===== src/rtl/seq_priority_enc_if.sv =====
// rtl/seq_priority_enc_if.sv - load and index-stream bundle for seq_priority_enc
interface seq_priority_enc_if #(
    parameter int OUT_SIZE = 4,
    parameter int IN_SIZE  = 1 << OUT_SIZE
);
    logic [IN_SIZE-1:0]  in;
    logic                in_valid;
    logic                in_ready;
    logic [OUT_SIZE-1:0] out_index;
    logic                out_valid;
    logic                out_ready;
    logic                out_last;
    logic                out_none;
    logic [OUT_SIZE:0]   count;

    // Vector source and index consumer side
    modport master (
        output in, in_valid, out_ready,
        input  in_ready, out_index, out_valid, out_last, out_none, count
    );

    // Encoder side
    modport slave (
        input  in, in_valid, out_ready,
        output in_ready, out_index, out_valid, out_last, out_none, count
    );
endinterface


===== src/rtl/seq_priority_enc.sv =====
// rtl/seq_priority_enc.sv - sequential multi-hit priority encoder, one index per beat
module seq_priority_enc #(
    parameter int OUT_SIZE  = 4,
    parameter int IN_SIZE   = 1 << OUT_SIZE,
    parameter int MSB_FIRST = 0
) (
    input  logic             clock,
    input  logic             reset_n,
    seq_priority_enc_if.slave bus
);
    localparam int CW = OUT_SIZE + 1;

    typedef enum logic {IDLE, SCAN} state_t;

    state_t              state;
    logic [IN_SIZE-1:0]  pending;
    logic [IN_SIZE-1:0]  next_pending;
    logic [CW-1:0]       count_q;
    logic [CW-1:0]       beat_cnt;
    logic                none_q;
    logic                in_ready_q;
    logic                out_valid_q;
    logic [OUT_SIZE-1:0] out_index_q;
    logic                out_last_q;

    // First set bit in scan order; an empty vector reports index 0.
    function automatic logic [OUT_SIZE-1:0] first_set(input logic [IN_SIZE-1:0] v);
        logic [OUT_SIZE-1:0] idx;
        idx = '0;
        for (int i = 0; i < IN_SIZE; i++) begin
            if (MSB_FIRST != 0) begin
                if (v[i]) idx = OUT_SIZE'(i);
            end else begin
                if (v[IN_SIZE-1-i]) idx = OUT_SIZE'(IN_SIZE-1-i);
            end
        end
        return idx;
    endfunction

    function automatic logic at_most_one(input logic [IN_SIZE-1:0] v);
        return (v & (v - IN_SIZE'(1))) == '0;
    endfunction

    function automatic logic [CW-1:0] popcount(input logic [IN_SIZE-1:0] v);
        logic [CW-1:0] c;
        c = '0;
        for (int i = 0; i < IN_SIZE; i++) c = c + CW'(v[i]);
        return c;
    endfunction

    // Pending vector with the currently reported bit removed
    always_comb begin
        next_pending = pending & ~(IN_SIZE'(1) << out_index_q);
    end

    // Control FSM; every output is registered so the next index is looked up one beat ahead
    always_ff @(posedge clock or negedge reset_n) begin
        if (!reset_n) begin
            state       <= IDLE;
            pending     <= '0;
            count_q     <= '0;
            beat_cnt    <= '0;
            none_q      <= 1'b0;
            in_ready_q  <= 1'b1;
            out_valid_q <= 1'b0;
            out_index_q <= '0;
            out_last_q  <= 1'b0;
        end else begin
            case (state)
                IDLE: begin
                    if (bus.in_valid) begin
                        pending     <= bus.in;
                        count_q     <= popcount(bus.in);
                        none_q      <= (bus.in == '0);
                        beat_cnt    <= '0;
                        in_ready_q  <= 1'b0;
                        out_valid_q <= 1'b1;
                        out_index_q <= first_set(bus.in);
                        out_last_q  <= at_most_one(bus.in);
                        state       <= SCAN;
                    end
                end
                SCAN: begin
                    if (bus.out_ready) begin
                        beat_cnt <= beat_cnt + CW'(1);
                        if (out_last_q) begin
                            pending     <= '0;
                            count_q     <= '0;
                            none_q      <= 1'b0;
                            in_ready_q  <= 1'b1;
                            out_valid_q <= 1'b0;
                            out_index_q <= '0;
                            out_last_q  <= 1'b0;
                            state       <= IDLE;
                        end else begin
                            pending     <= next_pending;
                            out_index_q <= first_set(next_pending);
                            out_last_q  <= at_most_one(next_pending);
                        end
                    end
                end
            endcase
        end
    end

    assign bus.in_ready  = in_ready_q;
    assign bus.out_valid = out_valid_q;
    assign bus.out_index = out_index_q;
    assign bus.out_last  = out_last_q;
    assign bus.out_none  = none_q;
    assign bus.count     = count_q;

    // Beats issued must match the popcount latched at load (an empty vector still issues one beat)
    beat_count_matches: assert property (@(posedge clock) disable iff (!reset_n)
        (state == SCAN && bus.out_ready && out_last_q) |->
        ((none_q ? CW'(0) : beat_cnt + CW'(1)) == count_q));
endmodule


===== src/flat_wrapper.sv =====
// flat-port wrapper written by rule: the top's interface ports become plain ports
module seq_priority_enc_flat 
#(
    parameter int OUT_SIZE  = 4,
    parameter int IN_SIZE   = 1 << OUT_SIZE,
    parameter int MSB_FIRST = 0
)
  (clock, reset_n, bus_in, bus_in_valid, bus_out_ready, bus_in_ready, bus_out_index, bus_out_valid, bus_out_last, bus_out_none, bus_count);
  seq_priority_enc_if #(.OUT_SIZE(OUT_SIZE), .IN_SIZE(IN_SIZE)) bus_i ();
  input  logic clock;
  input  logic reset_n;
  input wire logic [$bits(bus_i.in)-1:0] bus_in;
  input wire logic [$bits(bus_i.in_valid)-1:0] bus_in_valid;
  input wire logic [$bits(bus_i.out_ready)-1:0] bus_out_ready;
  output wire logic [$bits(bus_i.in_ready)-1:0] bus_in_ready;
  output wire logic [$bits(bus_i.out_index)-1:0] bus_out_index;
  output wire logic [$bits(bus_i.out_valid)-1:0] bus_out_valid;
  output wire logic [$bits(bus_i.out_last)-1:0] bus_out_last;
  output wire logic [$bits(bus_i.out_none)-1:0] bus_out_none;
  output wire logic [$bits(bus_i.count)-1:0] bus_count;
  assign bus_i.in = bus_in;
  assign bus_i.in_valid = bus_in_valid;
  assign bus_i.out_ready = bus_out_ready;
  assign bus_in_ready = bus_i.in_ready;
  assign bus_out_index = bus_i.out_index;
  assign bus_out_valid = bus_i.out_valid;
  assign bus_out_last = bus_i.out_last;
  assign bus_out_none = bus_i.out_none;
  assign bus_count = bus_i.count;
  seq_priority_enc #(.OUT_SIZE(OUT_SIZE), .IN_SIZE(IN_SIZE), .MSB_FIRST(MSB_FIRST)) u_core (.clock(clock), .reset_n(reset_n), .bus(bus_i));
endmodule

===== config.mk =====
export PLATFORM = sky130hd
export DESIGN_NAME = seq_priority_enc_flat
export DESIGN_NICKNAME = d
export VERILOG_FILES = /design/src/rtl/seq_priority_enc_if.sv /design/src/rtl/seq_priority_enc.sv /design/src/flat_wrapper.sv
export SDC_FILE = /design/constraint.sdc
export NUM_CORES = 1
export LEC_CHECK = 0
export ABC_AREA = 0
export CAP_MARGIN = 20
export CORE_ASPECT_RATIO = 1.4
export CORE_MARGIN = 10
export CORE_UTILIZATION = 45
export CTS_CLUSTER_SIZE = 30
export DETAILED_ROUTE_END_ITERATION = 10
export PLACE_DENSITY = 0.68
export SLEW_MARGIN = 20
export SYNTH_ARGS = -nofsm -noshare
export SYNTH_HDL_FRONTEND = slang
export SYNTH_SLANG_ARGS = --single-unit
export TNS_END_PERCENT = 10

===== constraint.sdc =====
create_clock -name clock -period 2.8 [get_ports clock]
set_input_delay 0.28 -clock clock [delete_from_list [all_inputs] [get_ports clock]]
set_output_delay 0.28 -clock clock [all_outputs]
set_load 0.005 [all_outputs]

==> flow_summary_export.csv <==
group,metric,value,unit
detailed_routing,routed-wl-met3,462,microns
clock_network,cts-root-buf,"sky130_fd_sc_hd__clkbuf_8",
worst_setup_path,worst_path_max_delay_cell,"sky130_fd_sc_hd__fa_1",
clock_network,clock_tree_sinks,30,
power,powerDensity,777.2,nW/um^2
sta,rsz0062_at_grt,"true",
detailed_routing,detailroute.via_count,2952,
floorplanning,start_util,0.4589,
worst_setup_path,path_buf_inv,4,
final_layout,share_of_the_core_filled_with_cells,0.5935,
clock_network,htree_levels,2,
detailed_routing,wl_per_cell,18.91,microns
detailed_routing,drc,0,
floorplanning,core_area,6126,sq um
clock_network,tritoncts,"done",
global_routing,number_of_antenna_violations_at_the_first_check_in_global_routing,0,
status,failing_checks,"negative setup slack",
min_path,tightest_hold_check_type,"input port to flip-flop",
worst_setup_path,critical-path-top-delay-family,"adder cells",
global_routing,grt.overflow.total,0,
power,power_report.internal_total,0.001616,W
yosys,postSynth.asyncResetShare,1.000,
clock_network,insertion_delay,280,ps
yosys,instance_count_of_the_mapped_netlist,336,
job,max_cap_violations,0,
global_routing,first_global_vias,2948,
floorplanning,die_h,113.5,microns
yosys,distinct_cells_synth,65,
detailed_routing,met2RoutedLength,4794,microns
final_layout,area_delta_synth_final,29.33,%
power,power.net_switching,0.001210,W
yosys,synth_enable_flop_cells,0,
detailed_routing,drt_first_iter_violations,277,
yosys,synth.ff_latch_count,30,
power,seq_power_share,0.294,
yosys,postSynthAreaPerCell,8.367,sq um
placement,port_buffers,32,
sta,final-setup-viol-count,5,
placement,final_weighted_congestion_in_routability_driven_placement,0.9600,
floorplanning,io_pins,33,
worst_setup_path,path_class,"input port to flip-flop",
sta,skew,10.78,ps
detailed_routing,ant_nets,0,
final_layout,drive_gt1_frac,0.2122,
floorplanning,num_rows,34,
floorplanning,die-width,86.80,microns
sta,maxClockFrequency,0.2938,GHz
worst_setup_path,crit_path_top_cell_by_count,"sky130_fd_sc_hd__fa_1",
detailed_routing,vias_per_cell,6.124,
placement,post-place-ws,-1444,ps
sta,finalHoldViolations,0,
final_layout,layout_common_cells,"51 x sky130_fd_sc_hd__buf_4, 48 x sky130_fd_sc_hd__o21ai_0, 29 x sky130_fd_sc_hd__dfrtp_1, 25 x sky130_fd_sc_hd__nor2_1, 25 x sky130_fd_sc_hd__clkdlybuf4s50_1",
worst_setup_path,setup.worst_path.start_class,"input port",
global_routing,grt_first_pass_wirelength,14900,microns
final_layout,most_common_library_cell_in_the_layout_ignoring_fill_and_taps,"sky130_fd_sc_hd__buf_4",
worst_setup_path,cp_cell_sequence,"buf_8, inv_4, ha_4, inv_2, fa_1, fa_1, fa_1, fa_1, fa_2, inv_2, fa_1, a22o_1",
final_layout,fill_cells,557,
placement,dp_hpwl,7207,microns
power,vdd.ir_drop.worst,427.0,uV
sta,final.period_utilization,1.216,
floorplanning,die_area,9854,sq um
worst_setup_path,endpoint_kind,"flip-flop",
clock_network,cts-buffers-inserted,5,
yosys,predominant_post_synthesis_flop_cell,"sky130_fd_sc_hd__dfrtp_1",
sta,worst_slew_margin_rel,0.5719,
worst_setup_path,worst_path_required_time,2970,ps
sta,max_slew.worst_pin.slew,642.1,ps
yosys,synth_nets,376,
global_routing,grt_start_max_net_pins,31,
detailed_routing,routed.top_layer,"met4",
power,clock_power_share,0.130,
status,run_status,"finished with violations",
detailed_routing,routed_wl,9114,microns
detailed_routing,routedLengthMet1,3498,microns
yosys,synth.yosys.seq_area_share,0.2675,
sta,timing.final.max_slew_violations,0,
sta,worst_setup_margin,-603.7,ps
worst_setup_path,max_stage_delay,510,ps
detailed_routing,drt_pass1_iterations,5,
yosys,synthesis.area,2811,sq um
power,leakagePower,1.484,nW
sta,min_period,3404,ps
final_layout,n_antenna_cell,0,
yosys,ys.warnings.count,0,
global_routing,grt_use_total,0.1831,
power,power.combinational.fraction,0.576,
final_layout,design.final.nets,449,
clock_network,worst_setup_hold_path_clk_slew,70,ps
clock_network,cts_max_path_buffers,2,
worst_setup_path,crit_fanout,2,
power,switching_part_of_the_total_power,0.4281,
worst_setup_path,timing.critical_path.arrival,3580,ps
## cells by family (layout without fill, tap and decap cells)
group / after synthesis / after routing / synth area share
AO/OA/AOI/OAI: 140 / 140 / 0.3342
AND/OR/NAND/NOR: 88 / 88 / 0.1629
buffers and inverters: 46 / 120 / 0.07254
flip-flops: 30 / 30 / 0.2675
adder cells (fa/ha/maj): 22 / 22 / 0.1228
multiplexers: 7 / 7 / 0.03071
XOR/XNOR: 3 / 3 / 0.009348
## state kept, by name, summed over array words and instances (netlist names)
name	count
u_core.bus.count	5
u_core.state	1
u_core.bus.out_last	1
u_core.bus.in_ready	1
u_core.bus.out_index	4
u_core.bus.out_none	1
u_core.pending	16
u_core.bus.out_valid	1
## Yosys cell counts, types with 2 or more instances
| library cell | instances | share of area |
|---|---|---|
| sky130_fd_sc_hd__o21ai_0 | 51 | 0.091 |
| sky130_fd_sc_hd__dfrtp_1 | 29 | 0.26 |
| sky130_fd_sc_hd__inv_1 | 29 | 0.039 |
| sky130_fd_sc_hd__nor2_1 | 25 | 0.033 |
| sky130_fd_sc_hd__nand2_1 | 24 | 0.032 |
| sky130_fd_sc_hd__a21oi_1 | 14 | 0.025 |
| sky130_fd_sc_hd__o21a_1 | 13 | 0.035 |
| sky130_fd_sc_hd__fa_1 | 10 | 0.071 |
| sky130_fd_sc_hd__ha_1 | 10 | 0.045 |
| sky130_fd_sc_hd__clkbuf_1 | 9 | 0.012 |
| sky130_fd_sc_hd__nor2b_1 | 6 | 0.013 |
| sky130_fd_sc_hd__a31oi_1 | 5 | 0.011 |
| sky130_fd_sc_hd__nand2b_1 | 5 | 0.011 |
| sky130_fd_sc_hd__nand3_1 | 5 | 0.0089 |
| sky130_fd_sc_hd__o21ai_1 | 5 | 0.0089 |
| sky130_fd_sc_hd__o32ai_1 | 5 | 0.016 |
| sky130_fd_sc_hd__a211oi_1 | 4 | 0.011 |
| sky130_fd_sc_hd__buf_2 | 4 | 0.0071 |
| sky130_fd_sc_hd__mux2_1 | 4 | 0.016 |
| sky130_fd_sc_hd__o32a_1 | 4 | 0.014 |
| sky130_fd_sc_hd__or4_1 | 4 | 0.011 |
| sky130_fd_sc_hd__a22oi_1 | 3 | 0.0080 |
| sky130_fd_sc_hd__a32oi_1 | 3 | 0.0093 |
| sky130_fd_sc_hd__buf_6 | 3 | 0.012 |
| sky130_fd_sc_hd__nor3_1 | 3 | 0.0053 |
| sky130_fd_sc_hd__o221ai_1 | 3 | 0.0093 |
| sky130_fd_sc_hd__o31ai_1 | 3 | 0.0080 |
| sky130_fd_sc_hd__a211o_1 | 2 | 0.0062 |
| sky130_fd_sc_hd__a22o_1 | 2 | 0.0062 |
| sky130_fd_sc_hd__and2_1 | 2 | 0.0044 |
| sky130_fd_sc_hd__maj3_1 | 2 | 0.0071 |
| sky130_fd_sc_hd__mux2_4 | 2 | 0.011 |
| sky130_fd_sc_hd__nand2b_4 | 2 | 0.0098 |
| sky130_fd_sc_hd__nand4_1 | 2 | 0.0044 |
| sky130_fd_sc_hd__nor4_1 | 2 | 0.0044 |
| sky130_fd_sc_hd__o2111ai_1 | 2 | 0.0062 |
| sky130_fd_sc_hd__o211ai_1 | 2 | 0.0053 |
| sky130_fd_sc_hd__o21bai_1 | 2 | 0.0053 |
| sky130_fd_sc_hd__o311ai_0 | 2 | 0.0062 |
| sky130_fd_sc_hd__o32ai_2 | 2 | 0.012 |
| sky130_fd_sc_hd__o41ai_1 | 2 | 0.0062 |
| sky130_fd_sc_hd__xnor2_1 | 2 | 0.0062 |
## layer usage
metal | vias to the layer above | track usage
li1 | 1388 | -
met1 | 1408 | 0.2103
met2 | 124 | 0.3239
met3 | 32 | 0.02140
met4 | 0 | 0.08559
met5 | - | 0
## through the flow
| stage | TNS, ps | cell area (sq um) | hold slack [ps] | power [W] | instances |
|---|---|---|---|---|---|
| detailed placement | -6202 | 3487 | 475.3 | 0.002403 | 471 |
| CTS | -3189 | 3621 | 360.3 | 0.002819 | 481 |
| finish | -2281 | 3636 | 364.2 | 0.002826 | 482 |
| global route | -2799 | 3636 | 374.0 | 0.003024 | 482 |
| floorplan | -2965 | 2811 | -15.59 | 0.001771 | 336 |
| global placement | -5691 | 3487 | 462.4 | 0.002356 | 471 |
## power by group through the flow
stage	sequential, W	clock [W]	combinational [W]
final	0.000831	0.000368	0.00163
after floorplan	0.000720	0	0.00105
after global routing	0.000850	0.000389	0.00178
after CTS	0.000820	0.000376	0.00162
after global placement	0.000821	0	0.00154
after detailed placement	0.000828	0	0.00158
## final timing paths
check                                        startpoint                   to  slack [ps]  depth (start not counted)
worst min-delay path                          bus_in[0]    u_core.pending[0]         360                          4
worst min register to register      u_core.bus.count[3]  u_core.bus.count[3]         490                          2
worst max-delay path                          bus_in[1]  u_core.bus.count[1]        -600                         12
max in group asynchronous                       reset_n  u_core.bus.in_ready        2090                          2
worst max register to register  u_core.bus.out_index[0]  u_core.bus.out_last         370                          6
min in group asynchronous                       reset_n   u_core.pending[11]         390                          2
## area by class of cell
class	instances	area, sq um	area share
clock buffers	6	82.58	0.02271
repair buffers	83	708.2	0.1948
clock inverters	2	12.51	0.003441
flip-flops and latches	30	752.0	0.2068
inverters	29	116.4	0.03200
multi-input cells	260	1874	0.5155
well taps	72	90.09	0.02478
## what timing repair did
item,in CTS,in global routing
resized for setup,31,3
setup endpoints to repair,5,5
setup buffers,2,1
pin swaps,12,9
gates cloned,0,0
hold buffers,0,0
## worst register-to-register path: stages (launching register included)
cell and delay, ps:
sky130_fd_sc_hd__dfrtp_1 570, sky130_fd_sc_hd__mux2_1 360, sky130_fd_sc_hd__o32a_1 340, sky130_fd_sc_hd__o21bai_1 210, sky130_fd_sc_hd__o21ai_1 90, sky130_fd_sc_hd__or4_1 530, sky130_fd_sc_hd__o31ai_2 240
(Power assumes the default switching activity.)
